--- config.mk ---
export PLATFORM = sky130hd
export DESIGN_NAME = mem_port_arbiter_flat
export DESIGN_NICKNAME = d
export VERILOG_FILES = /design/src/rtl/mips_mem_pkg.sv /design/src/rtl/mem_port_arbiter_if.sv /design/src/rtl/mem_watchdog.sv /design/src/rtl/mem_port_arbiter.sv /design/src/flat_wrapper.sv
export SDC_FILE = /design/constraint.sdc
export NUM_CORES = 1
export LEC_CHECK = 0
export CORE_ASPECT_RATIO = 0.7
export CORE_MARGIN = 5
export CORE_UTILIZATION = 45
export CTS_BUF_LIST = sky130_fd_sc_hd__clkbuf_8
export DETAILED_ROUTE_END_ITERATION = 8
export PLACE_DENSITY_LB_ADDON = 0.05
export REMOVE_ABC_BUFFERS = 1
export SLEW_MARGIN = 5
export SYNTH_ARGS = -nofsm -noshare
export SYNTH_HDL_FRONTEND = slang
export SYNTH_HIERARCHICAL = 1
export SYNTH_SLANG_ARGS = --single-unit
export TNS_END_PERCENT = 10
--- constraint.sdc ---
create_clock -name clk -period 7.7 [get_ports clk]
set_clock_uncertainty 0.1 [all_clocks]
set_input_delay 0.77 -clock clk [delete_from_list [all_inputs] [get_ports clk]]
set_output_delay 0.77 -clock clk [all_outputs]
set_load 0.05 [all_outputs]
--- src/rtl/mips_mem_pkg.sv ---
// Shared definitions for the unified-memory port arbiter.
// Contents:
//   DEFAULT_DATA_W  default data/address width
//   state_e         arbiter FSM states
//   GNT_I / GNT_D   grant-select encodings (fetch / data)
package mips_mem_pkg;

  localparam int DEFAULT_DATA_W = 32;

  typedef enum logic [1:0] {
    IDLE   = 2'd0,
    BUSY_D = 2'd1,
    BUSY_I = 2'd2,
    ERR    = 2'd3
  } state_e;

  localparam logic GNT_I = 1'b0;
  localparam logic GNT_D = 1'b1;

endpackage

--- src/rtl/mem_port_arbiter_if.sv ---
// Bundle of the fetch, data and memory handshakes around the arbiter.
// Modports:
//   master  arbiter view: takes requests and mem response, drives acks,
//           read data, stall, the memory request and err
//   slave   environment view: the pipeline requesters and the memory
interface mem_port_arbiter_if #(
  parameter int DATA_W = mips_mem_pkg::DEFAULT_DATA_W
);

  // Instruction fetch port
  logic              if_req;
  logic [DATA_W-1:0] if_addr;
  logic [DATA_W-1:0] if_rdata;
  logic              if_ack;

  // Data port (EX/MEM)
  logic              dm_read;
  logic              dm_write;
  logic [DATA_W-1:0] dm_addr;
  logic [DATA_W-1:0] dm_wdata;
  logic [DATA_W-1:0] dm_rdata;
  logic              dm_ack;

  // Pipeline control
  logic              stall;
  logic              err;

  // Memory port
  logic              mem_req;
  logic              mem_we;
  logic [DATA_W-1:0] mem_addr;
  logic [DATA_W-1:0] mem_wdata;
  logic [DATA_W-1:0] mem_rdata;
  logic              mem_ready;

  modport master (
    input  if_req, if_addr, dm_read, dm_write, dm_addr, dm_wdata,
           mem_rdata, mem_ready,
    output if_rdata, if_ack, dm_rdata, dm_ack, stall, err,
           mem_req, mem_we, mem_addr, mem_wdata
  );

  modport slave (
    output if_req, if_addr, dm_read, dm_write, dm_addr, dm_wdata,
           mem_rdata, mem_ready,
    input  if_rdata, if_ack, dm_rdata, dm_ack, stall, err,
           mem_req, mem_we, mem_addr, mem_wdata
  );

endinterface

--- src/rtl/mem_watchdog.sv ---
// Busy-cycle watchdog for the memory port.
// Ports:
//   clk, rst    clock, synchronous active-high reset
//   clr_i       restart the count (access being granted)
//   en_i        one more busy cycle without mem_ready
//   expired_o   single-cycle pulse: this cycle is busy cycle number TIMEOUT
//               without a response
module mem_watchdog #(
  parameter int TIMEOUT = 255
) (
  input  logic clk,
  input  logic rst,
  input  logic clr_i,
  input  logic en_i,
  output logic expired_o
);

  localparam int CNT_W = $clog2(TIMEOUT + 1);

  logic [CNT_W-1:0] count_q, count_d;

  always_comb begin
    count_d = count_q;
    if (clr_i)      count_d = '0;
    else if (en_i)  count_d = count_q + CNT_W'(1);
  end

  always_ff @(posedge clk) begin
    if (rst) count_q <= '0;
    else     count_q <= count_d;
  end

  // The count holds the stalled cycles already seen, so the cycle that would
  // bring it to TIMEOUT is the one that expires.
  assign expired_o = en_i & ~clr_i & (count_q == CNT_W'(TIMEOUT - 1));

endmodule

--- src/rtl/mem_port_arbiter.sv ---
// Arbiter sharing one single-port, variable-latency memory between
// instruction fetch and the EX/MEM data access.
// Ports:
//   clk, rst   clock, synchronous active-high reset
//   bus_if     mem_port_arbiter_if.master: fetch port (if_*), data port
//              (dm_*), pipeline stall, sticky err and the memory port (mem_*)
// Data beats fetch unless fetch has waited through STARVE_MAX data grants.
// A busy state that sees no mem_ready for TIMEOUT cycles traps in ERR until
// reset.
module mem_port_arbiter
  import mips_mem_pkg::*;
#(
  parameter int DATA_W     = DEFAULT_DATA_W,
  parameter int STARVE_MAX = 4,
  parameter int TIMEOUT    = 255
) (
  input  logic               clk,
  input  logic               rst,
  mem_port_arbiter_if.master bus_if
);

  localparam int               STV_W   = $clog2(STARVE_MAX + 1);
  localparam logic [STV_W-1:0] STV_MAX = STV_W'(STARVE_MAX);

  state_e            state_q, state_d;
  logic [DATA_W-1:0] if_rdata_q, if_rdata_d;
  logic [DATA_W-1:0] dm_rdata_q, dm_rdata_d;
  logic [DATA_W-1:0] mem_addr_q, mem_addr_d;
  logic [DATA_W-1:0] mem_wdata_q, mem_wdata_d;
  logic              mem_we_q, mem_we_d;
  logic              if_ack_q, if_ack_d;
  logic              dm_ack_q, dm_ack_d;
  logic              err_q, err_d;
  logic [STV_W-1:0]  starve_q, starve_d;

  logic dm_pend, if_pend, gnt;
  logic wd_clr, wd_en, wd_expired;

  mem_watchdog #(.TIMEOUT(TIMEOUT)) u_watchdog (
    .clk       (clk),
    .rst       (rst),
    .clr_i     (wd_clr),
    .en_i      (wd_en),
    .expired_o (wd_expired)
  );

  // A requester whose ack is high is in its release cycle; whatever it
  // presents now belongs to the next access and must not win this cycle.
  assign dm_pend = (bus_if.dm_read | bus_if.dm_write) & ~dm_ack_q;
  assign if_pend = bus_if.if_req & ~if_ack_q;

  // NOTE: every variable gets its default before the case so no path leaves
  // one unassigned, which would otherwise infer a latch.
  always_comb begin
    state_d     = state_q;
    if_rdata_d  = if_rdata_q;
    dm_rdata_d  = dm_rdata_q;
    mem_addr_d  = mem_addr_q;
    mem_wdata_d = mem_wdata_q;
    mem_we_d    = mem_we_q;
    if_ack_d    = 1'b0;
    dm_ack_d    = 1'b0;
    err_d       = err_q;
    starve_d    = starve_q;
    wd_clr      = 1'b0;
    wd_en       = 1'b0;
    gnt         = (dm_pend && !(if_pend && starve_q == STV_MAX)) ? GNT_D : GNT_I;

    unique case (state_q)
      IDLE: begin
        if (dm_pend || if_pend) begin
          wd_clr = 1'b1;
          if (gnt == GNT_D) begin
            state_d     = BUSY_D;
            mem_addr_d  = bus_if.dm_addr;
            // Read and write together is treated as a store.
            mem_we_d    = bus_if.dm_write;
            mem_wdata_d = bus_if.dm_write ? bus_if.dm_wdata : '0;
            if (!if_pend)                starve_d = '0;
            else if (starve_q != STV_MAX) starve_d = starve_q + STV_W'(1);
          end else begin
            state_d     = BUSY_I;
            mem_addr_d  = bus_if.if_addr;
            mem_we_d    = 1'b0;
            mem_wdata_d = '0;
            starve_d    = '0;
          end
        end
      end

      BUSY_D, BUSY_I: begin
        wd_en = ~bus_if.mem_ready;
        if (bus_if.mem_ready) begin
          state_d = IDLE;
          if (state_q == BUSY_D) begin
            dm_ack_d = 1'b1;
            if (!mem_we_q) dm_rdata_d = bus_if.mem_rdata;
          end else begin
            if_ack_d   = 1'b1;
            if_rdata_d = bus_if.mem_rdata;
          end
        end else if (wd_expired) begin
          state_d = ERR;
          err_d   = 1'b1;
        end
      end

      ERR: state_d = ERR;
    endcase
  end

  // NOTE: state updates use non-blocking assignments so every register
  // samples the pre-edge value of every other register.
  always_ff @(posedge clk) begin
    // NOTE: the synchronous reset clears every register, including captured
    // read data and the held memory address, so outputs are defined at once.
    if (rst) begin
      state_q     <= IDLE;
      if_rdata_q  <= '0;
      dm_rdata_q  <= '0;
      mem_addr_q  <= '0;
      mem_wdata_q <= '0;
      mem_we_q    <= 1'b0;
      if_ack_q    <= 1'b0;
      dm_ack_q    <= 1'b0;
      err_q       <= 1'b0;
      starve_q    <= '0;
    end else begin
      state_q     <= state_d;
      if_rdata_q  <= if_rdata_d;
      dm_rdata_q  <= dm_rdata_d;
      mem_addr_q  <= mem_addr_d;
      mem_wdata_q <= mem_wdata_d;
      mem_we_q    <= mem_we_d;
      if_ack_q    <= if_ack_d;
      dm_ack_q    <= dm_ack_d;
      err_q       <= err_d;
      starve_q    <= starve_d;
    end
  end

  assign bus_if.if_rdata  = if_rdata_q;
  assign bus_if.if_ack    = if_ack_q;
  assign bus_if.dm_rdata  = dm_rdata_q;
  assign bus_if.dm_ack    = dm_ack_q;
  assign bus_if.err       = err_q;
  assign bus_if.mem_addr  = mem_addr_q;
  assign bus_if.mem_wdata = mem_wdata_q;
  assign bus_if.mem_we    = mem_we_q;
  // mem_req is a decode of the state register, so it drops on the same edge
  // that completes, traps or resets the access.
  assign bus_if.mem_req   = (state_q == BUSY_D) || (state_q == BUSY_I);

  // Low in the ack cycle, so the pipeline advances once per access.
  assign bus_if.stall = err_q
                      | ((bus_if.dm_read | bus_if.dm_write) & ~dm_ack_q)
                      | (bus_if.if_req & ~if_ack_q);

endmodule

--- src/flat_wrapper.sv ---
// flat-port wrapper written by rule: the top's interface ports become plain ports
module mem_port_arbiter_flat import mips_mem_pkg::*;
#(
  parameter int DATA_W     = DEFAULT_DATA_W,
  parameter int STARVE_MAX = 4,
  parameter int TIMEOUT    = 255
)
  (clk, rst, bus_if_if_req, bus_if_if_addr, bus_if_dm_read, bus_if_dm_write, bus_if_dm_addr, bus_if_dm_wdata, bus_if_mem_rdata, bus_if_mem_ready, bus_if_if_rdata, bus_if_if_ack, bus_if_dm_rdata, bus_if_dm_ack, bus_if_stall, bus_if_err, bus_if_mem_req, bus_if_mem_we, bus_if_mem_addr, bus_if_mem_wdata);
  mem_port_arbiter_if #(.DATA_W(DATA_W)) bus_if_i ();
  input  logic clk;
  input  logic rst;
  input wire logic [$bits(bus_if_i.if_req)-1:0] bus_if_if_req;
  input wire logic [$bits(bus_if_i.if_addr)-1:0] bus_if_if_addr;
  input wire logic [$bits(bus_if_i.dm_read)-1:0] bus_if_dm_read;
  input wire logic [$bits(bus_if_i.dm_write)-1:0] bus_if_dm_write;
  input wire logic [$bits(bus_if_i.dm_addr)-1:0] bus_if_dm_addr;
  input wire logic [$bits(bus_if_i.dm_wdata)-1:0] bus_if_dm_wdata;
  input wire logic [$bits(bus_if_i.mem_rdata)-1:0] bus_if_mem_rdata;
  input wire logic [$bits(bus_if_i.mem_ready)-1:0] bus_if_mem_ready;
  output wire logic [$bits(bus_if_i.if_rdata)-1:0] bus_if_if_rdata;
  output wire logic [$bits(bus_if_i.if_ack)-1:0] bus_if_if_ack;
  output wire logic [$bits(bus_if_i.dm_rdata)-1:0] bus_if_dm_rdata;
  output wire logic [$bits(bus_if_i.dm_ack)-1:0] bus_if_dm_ack;
  output wire logic [$bits(bus_if_i.stall)-1:0] bus_if_stall;
  output wire logic [$bits(bus_if_i.err)-1:0] bus_if_err;
  output wire logic [$bits(bus_if_i.mem_req)-1:0] bus_if_mem_req;
  output wire logic [$bits(bus_if_i.mem_we)-1:0] bus_if_mem_we;
  output wire logic [$bits(bus_if_i.mem_addr)-1:0] bus_if_mem_addr;
  output wire logic [$bits(bus_if_i.mem_wdata)-1:0] bus_if_mem_wdata;
  assign bus_if_i.if_req = bus_if_if_req;
  assign bus_if_i.if_addr = bus_if_if_addr;
  assign bus_if_i.dm_read = bus_if_dm_read;
  assign bus_if_i.dm_write = bus_if_dm_write;
  assign bus_if_i.dm_addr = bus_if_dm_addr;
  assign bus_if_i.dm_wdata = bus_if_dm_wdata;
  assign bus_if_i.mem_rdata = bus_if_mem_rdata;
  assign bus_if_i.mem_ready = bus_if_mem_ready;
  assign bus_if_if_rdata = bus_if_i.if_rdata;
  assign bus_if_if_ack = bus_if_i.if_ack;
  assign bus_if_dm_rdata = bus_if_i.dm_rdata;
  assign bus_if_dm_ack = bus_if_i.dm_ack;
  assign bus_if_stall = bus_if_i.stall;
  assign bus_if_err = bus_if_i.err;
  assign bus_if_mem_req = bus_if_i.mem_req;
  assign bus_if_mem_we = bus_if_i.mem_we;
  assign bus_if_mem_addr = bus_if_i.mem_addr;
  assign bus_if_mem_wdata = bus_if_i.mem_wdata;
  mem_port_arbiter #(.DATA_W(DATA_W), .STARVE_MAX(STARVE_MAX), .TIMEOUT(TIMEOUT)) u_core (.clk(clk), .rst(rst), .bus_if(bus_if_i));
endmodule
==> impl_results.html <==
<table>
<tr><th>Metric</th><th>Value</th></tr>
<tr><th colspan="2">Run status</th></tr>
<tr><td>Run status</td><td>finished clean</td></tr>
<tr><th colspan="2">Critical path</th></tr>
<tr><td>Most common cell on crit path</td><td>sky130_fd_sc_hd__clkdlybuf4s50_1</td></tr>
<tr><td>Critical Path Max Stage Delay</td><td>800 ps</td></tr>
<tr><td>Crit path launch type</td><td>primary input</td></tr>
<tr><td>Arrival time worst endpoint</td><td>2420 ps</td></tr>
<tr><td>Crit. End Element</td><td>output port</td></tr>
<tr><td>Cell breakdown of the critical path</td><td>clkdlybuf4s50_1 &gt; nand2b_1 &gt; nand3b_1 &gt; clkdlybuf4s50_1</td></tr>
<tr><td>Data required time of the critical path</td><td>6830 ps</td></tr>
<tr><td>Max FO, Critical Path</td><td>5</td></tr>
<tr><td>Class of the most critical setup path</td><td>primary input to output port</td></tr>
<tr><td>Critical path's slowest cell</td><td>sky130_fd_sc_hd__clkdlybuf4s50_1</td></tr>
<tr><th colspan="2">Detailed routing</th></tr>
<tr><td>Detailed-route via count</td><td>5,474</td></tr>
<tr><td>Detailed-router iteration count before antenna repair</td><td>6</td></tr>
<tr><td>Antenna Nets Post-Route</td><td>0</td></tr>
<tr><td>Post-route DRC violation count</td><td>0</td></tr>
<tr><td>Final WL</td><td>18,100 um</td></tr>
<tr><td>Wire length per cell after detailed routing</td><td>17.2 um</td></tr>
<tr><td>Vias per cell</td><td>5.20</td></tr>
<tr><td>Detailed router's first-iteration violation count</td><td>283</td></tr>
<tr><th colspan="2">Power and ir drop</th></tr>
<tr><td>Final Power</td><td>2.94 mW</td></tr>
<tr><td>Sequential share of power</td><td>33.4%</td></tr>
<tr><td>Int Pwr</td><td>1.65 mW</td></tr>
<tr><td>Net switching power of the design</td><td>1.29 mW</td></tr>
<tr><td>Maximum VDD drop</td><td>228 uV</td></tr>
<tr><td>Comb pwr share</td><td>46.4%</td></tr>
<tr><td>Leakage Power</td><td>3.19 nW</td></tr>
<tr><td>P per Cell Area</td><td>341 nW/um^2</td></tr>
<tr><td>Switching power share of the total</td><td>44.0%</td></tr>
<tr><td>Clock network power share</td><td>20.2%</td></tr>
<tr><th colspan="2">Synth</th></tr>
<tr><td>Sequential area share after synthesis</td><td>52.5%</td></tr>
<tr><td>Number of instances in the synthesized netlist</td><td>638</td></tr>
<tr><td>Number of synthesis warnings</td><td>6</td></tr>
<tr><td>Synth Flop Type</td><td>sky130_fd_sc_hd__dfxtp_1</td></tr>
<tr><td>Number of distinct library cell variants in the gate-level netlist after synthesis</td><td>46</td></tr>
<tr><td>Share of flip-flops with an asynchronous set or reset</td><td>0%</td></tr>
<tr><td>Average size of a mapped cell</td><td>8.67 sq um</td></tr>
<tr><td>Synthesized flop and latch total</td><td>145</td></tr>
<tr><td>EDFF count, synth</td><td>0</td></tr>
<tr><td>Netlist Area Pre-Place</td><td>5530 sq um</td></tr>
<tr><th colspan="2">Final layout</th></tr>
<tr><td>Area Overhead vs Synth</td><td>56.2%</td></tr>
<tr><td>Total Nets Final</td><td>1,027</td></tr>
<tr><td>Post-route core utilization</td><td>72.9%</td></tr>
<tr><td>Final Non-Filler Cells</td><td>1,053</td></tr>
<tr><td>Final Instance Area</td><td>8640 sq um</td></tr>
<tr><td>Ant diodes</td><td>0</td></tr>
<tr><td>Proportion of layout cells with a drive suffix above 1</td><td>8.26%</td></tr>
<tr><td>Final-layout fill cell count</td><td>877</td></tr>
<tr><th colspan="2">Die</th></tr>
<tr><td>Initial standard-cell utilization of the core</td><td>46.7%</td></tr>
<tr><td>Overall die area</td><td>14,600 sq um</td></tr>
<tr><td>Width of the chip</td><td>143 um</td></tr>
<tr><td>Core outline area</td><td>11,900 sq um</td></tr>
<tr><td>Chip Height</td><td>103 um</td></tr>
<tr><td>Row count</td><td>33</td></tr>
<tr><td>Boundary pin count</td><td>268</td></tr>
<tr><th colspan="2">Place</th></tr>
<tr><td>Cell area reported after detailed placement</td><td>8240 sq um</td></tr>
<tr><td>Detailed placer's ending HPWL</td><td>12,900 um</td></tr>
<tr><td>Count of buffers inserted at the top-level ports</td><td>267</td></tr>
<tr><td>Placed Instances</td><td>1,022</td></tr>
<tr><td>Global placement routability congestion</td><td>0.787</td></tr>
<tr><th colspan="2">CTS</th></tr>
<tr><td>Clk root buf</td><td>sky130_fd_sc_hd__clkbuf_8</td></tr>
<tr><td>Largest buffer count on any clock path</td><td>2</td></tr>
<tr><td>Post-CTS setup buffer count</td><td>0</td></tr>
<tr><td>Clock sinks</td><td>145</td></tr>
<tr><td>Clock transition at the registers of the reported paths</td><td>80 ps</td></tr>
<tr><td># hold bufs at CTS</td><td>0</td></tr>
<tr><td>H-tree depth</td><td>4</td></tr>
<tr><td># resized after CTS</td><td>0</td></tr>
<tr><td>Total CTS buffers</td><td>17</td></tr>
<tr><td>Clock tree from TritonCTS</td><td>done</td></tr>
<tr><td>Clock network latency to the later pin of the worst-skew pair</td><td>430 ps</td></tr>
<tr><th colspan="2">Timing</th></tr>
<tr><td>Peak clock frequency supported by timing</td><td>304 MHz</td></tr>
<tr><td>Max Slew Vio Count</td><td>0</td></tr>
<tr><td>Final Hold Fails</td><td>0</td></tr>
<tr><td>Final period utilization</td><td>42.7%</td></tr>
<tr><td>Total of endpoints with negative setup slack in the final report</td><td>0</td></tr>
<tr><td>RSZ-0062 raised after global routing</td><td>false</td></tr>
<tr><td>Slew at the pin closest to its max-slew limit</td><td>953 ps</td></tr>
<tr><td>Final setup TNS</td><td>0 ps</td></tr>
<tr><td>Minimum clock period</td><td>3290 ps</td></tr>
<tr><td>Slew HR</td><td>36.5%</td></tr>
<tr><th colspan="2">GRT</th></tr>
<tr><td>Largest net degree at the start of global routing</td><td>95</td></tr>
<tr><td>Total track usage</td><td>23.8%</td></tr>
<tr><td>Antenna violations before repair</td><td>0</td></tr>
<tr><td>First-pass GRT wire length</td><td>27,500 um</td></tr>
<tr><td>Via count of the first global-routing pass</td><td>5,450</td></tr>
<tr><td>Remaining global-route overflow</td><td>0</td></tr>
<tr><th colspan="2">Job</th></tr>
<tr><td>MaxCap Viol Count</td><td>0</td></tr>
<tr><th colspan="2">Min path</th></tr>
<tr><td>Worst hold path type</td><td>flop to flop</td></tr>
</table>
==> through the flow <==
step	setup slack (ps)	hold WS (ps)
after global placement	4230	341
after floorplan	4020	351
after detailed placement	4130	346
after CTS	4410	358
after global routing	4370	377
final	4410	359
==> critical path: cells and delay by family <==
| kind | cells | cell delay, ps |
|---|---|---|
| buf+inv | 2 | 1340 |
| simple gates | 2 | 310 |
==> flip-flops by register name, indices dropped and copies added (netlist names) <==
signal                     cells
u_core/bus_if.dm_ack           1
u_core/bus_if.dm_rdata        32
u_core/bus_if.err              1
u_core/bus_if.if_ack           1
u_core/bus_if.if_rdata        32
u_core/bus_if.mem_addr        32
u_core/bus_if.mem_wdata       32
u_core/bus_if.mem_we           1
u_core/starve_q                3
u_core/state_q                 2
u_core/u_watchdog/count_q      8
==> placed cells by master (no fill, tap or decap), drive strengths merged, types with 4 or more instances in the layout <==
| master | count |
|---|---|
| a21oi | 70 |
| a22o | 32 |
| a311oi | 33 |
| buf | 8 |
| clkbuf | 17 |
| clkdlybuf4s50 | 266 |
| clkinv | 10 |
| dfxtp | 145 |
| ha | 9 |
| inv | 12 |
| nand2 | 202 |
| nand3 | 4 |
| nor2 | 44 |
| o21ai | 4 |
==> layout make-up <==
| class | count | area (sq um) | area share (%) |
|---|---|---|---|
| Inverter | 10 | 37.5 | 0.434 |
| Sequential cell | 145 | 2900 | 33.6 |
| Multi-Input combinational cell | 436 | 2390 | 27.6 |
| Timing Repair Buffer | 274 | 2720 | 31.5 |
| Clock inverter | 14 | 160 | 1.85 |
| Tap cell | 157 | 196 | 2.27 |
| Clock buffer | 17 | 234 | 2.71 |
==> cell families after synthesis <==
family / synth area share, %
AND/OR/NAND/NOR: 20.5
AO/OA/AOI/OAI: 19.5
flip-flops: 52.5
buffers and inverters: 4.82
adder cells (fa/ha/maj): 2.04
XOR/XNOR: 0.633
==> per-layer routing <==
layer  up-vias  wire length (um)  GRT usage, %
met4         0               565          10.2
met2       241              8720          41.1
met1      2541              7110          26.1
met5         -                 0             0
met3        33              1690          9.69
li1       2659                 -             -
==> synth_stat cells, types with 2 or more instances <==
master	instances	area share [%]
sky130_fd_sc_hd__nand2_1	202	14
sky130_fd_sc_hd__nand2b_1	2	0.23
sky130_fd_sc_hd__dfxtp_1	145	52
sky130_fd_sc_hd__nand4_1	2	0.23
sky130_fd_sc_hd__a22o_1	9	1.4
sky130_fd_sc_hd__nor3_1	3	0.27
sky130_fd_sc_hd__xor2_1	3	0.48
sky130_fd_sc_hd__buf_6	3	0.61
sky130_fd_sc_hd__clkbuf_1	25	1.7
sky130_fd_sc_hd__nand3_1	3	0.27
sky130_fd_sc_hd__or2_2	2	0.23
sky130_fd_sc_hd__a311oi_1	32	5.1
sky130_fd_sc_hd__a211oi_1	3	0.41
sky130_fd_sc_hd__or3_1	2	0.23
sky130_fd_sc_hd__o21ai_0	4	0.36
sky130_fd_sc_hd__nor2_1	43	2.9
sky130_fd_sc_hd__buf_4	4	0.54
sky130_fd_sc_hd__a21oi_1	70	6.3
sky130_fd_sc_hd__a22o_2	23	4.2
sky130_fd_sc_hd__buf_1	3	0.20
sky130_fd_sc_hd__inv_1	10	0.68
sky130_fd_sc_hd__buf_2	12	1.1
sky130_fd_sc_hd__ha_1	9	2.0
sky130_fd_sc_hd__and3_1	2	0.23
==> worst paths after layout <==
kind                                           start                                 endpoint  slack (ps)  depth (start not counted)
max                                    bus_if_if_req                             bus_if_stall        4410                          4
min          u_core/bus_if.if_rdata[14]$_SDFFE_PP0P_  u_core/bus_if.if_rdata[14]$_SDFFE_PP0P_         360                          2
max reg2reg           u_core/state_q[0]$_SDFFE_PP0P_           u_core/state_q[0]$_SDFFE_PP0P_        4720                          9
min reg2reg  u_core/bus_if.if_rdata[14]$_SDFFE_PP0P_  u_core/bus_if.if_rdata[14]$_SDFFE_PP0P_         360                          2
==> power groups by stage <==
stage / registers, mW / logic, mW / clock network (mW)
6_report: 0.983 / 1.37 / 0.595
5_1_grt: 1.00 / 1.44 / 0.642
3_5_place_dp: 1.00 / 1.37 / 0
3_3_place_gp: 0.989 / 1.35 / 0
4_1_cts: 0.984 / 1.37 / 0.605
2_1_floorplan: 1.48 / 0.379 / 0
(Power assumes the default switching activity.)
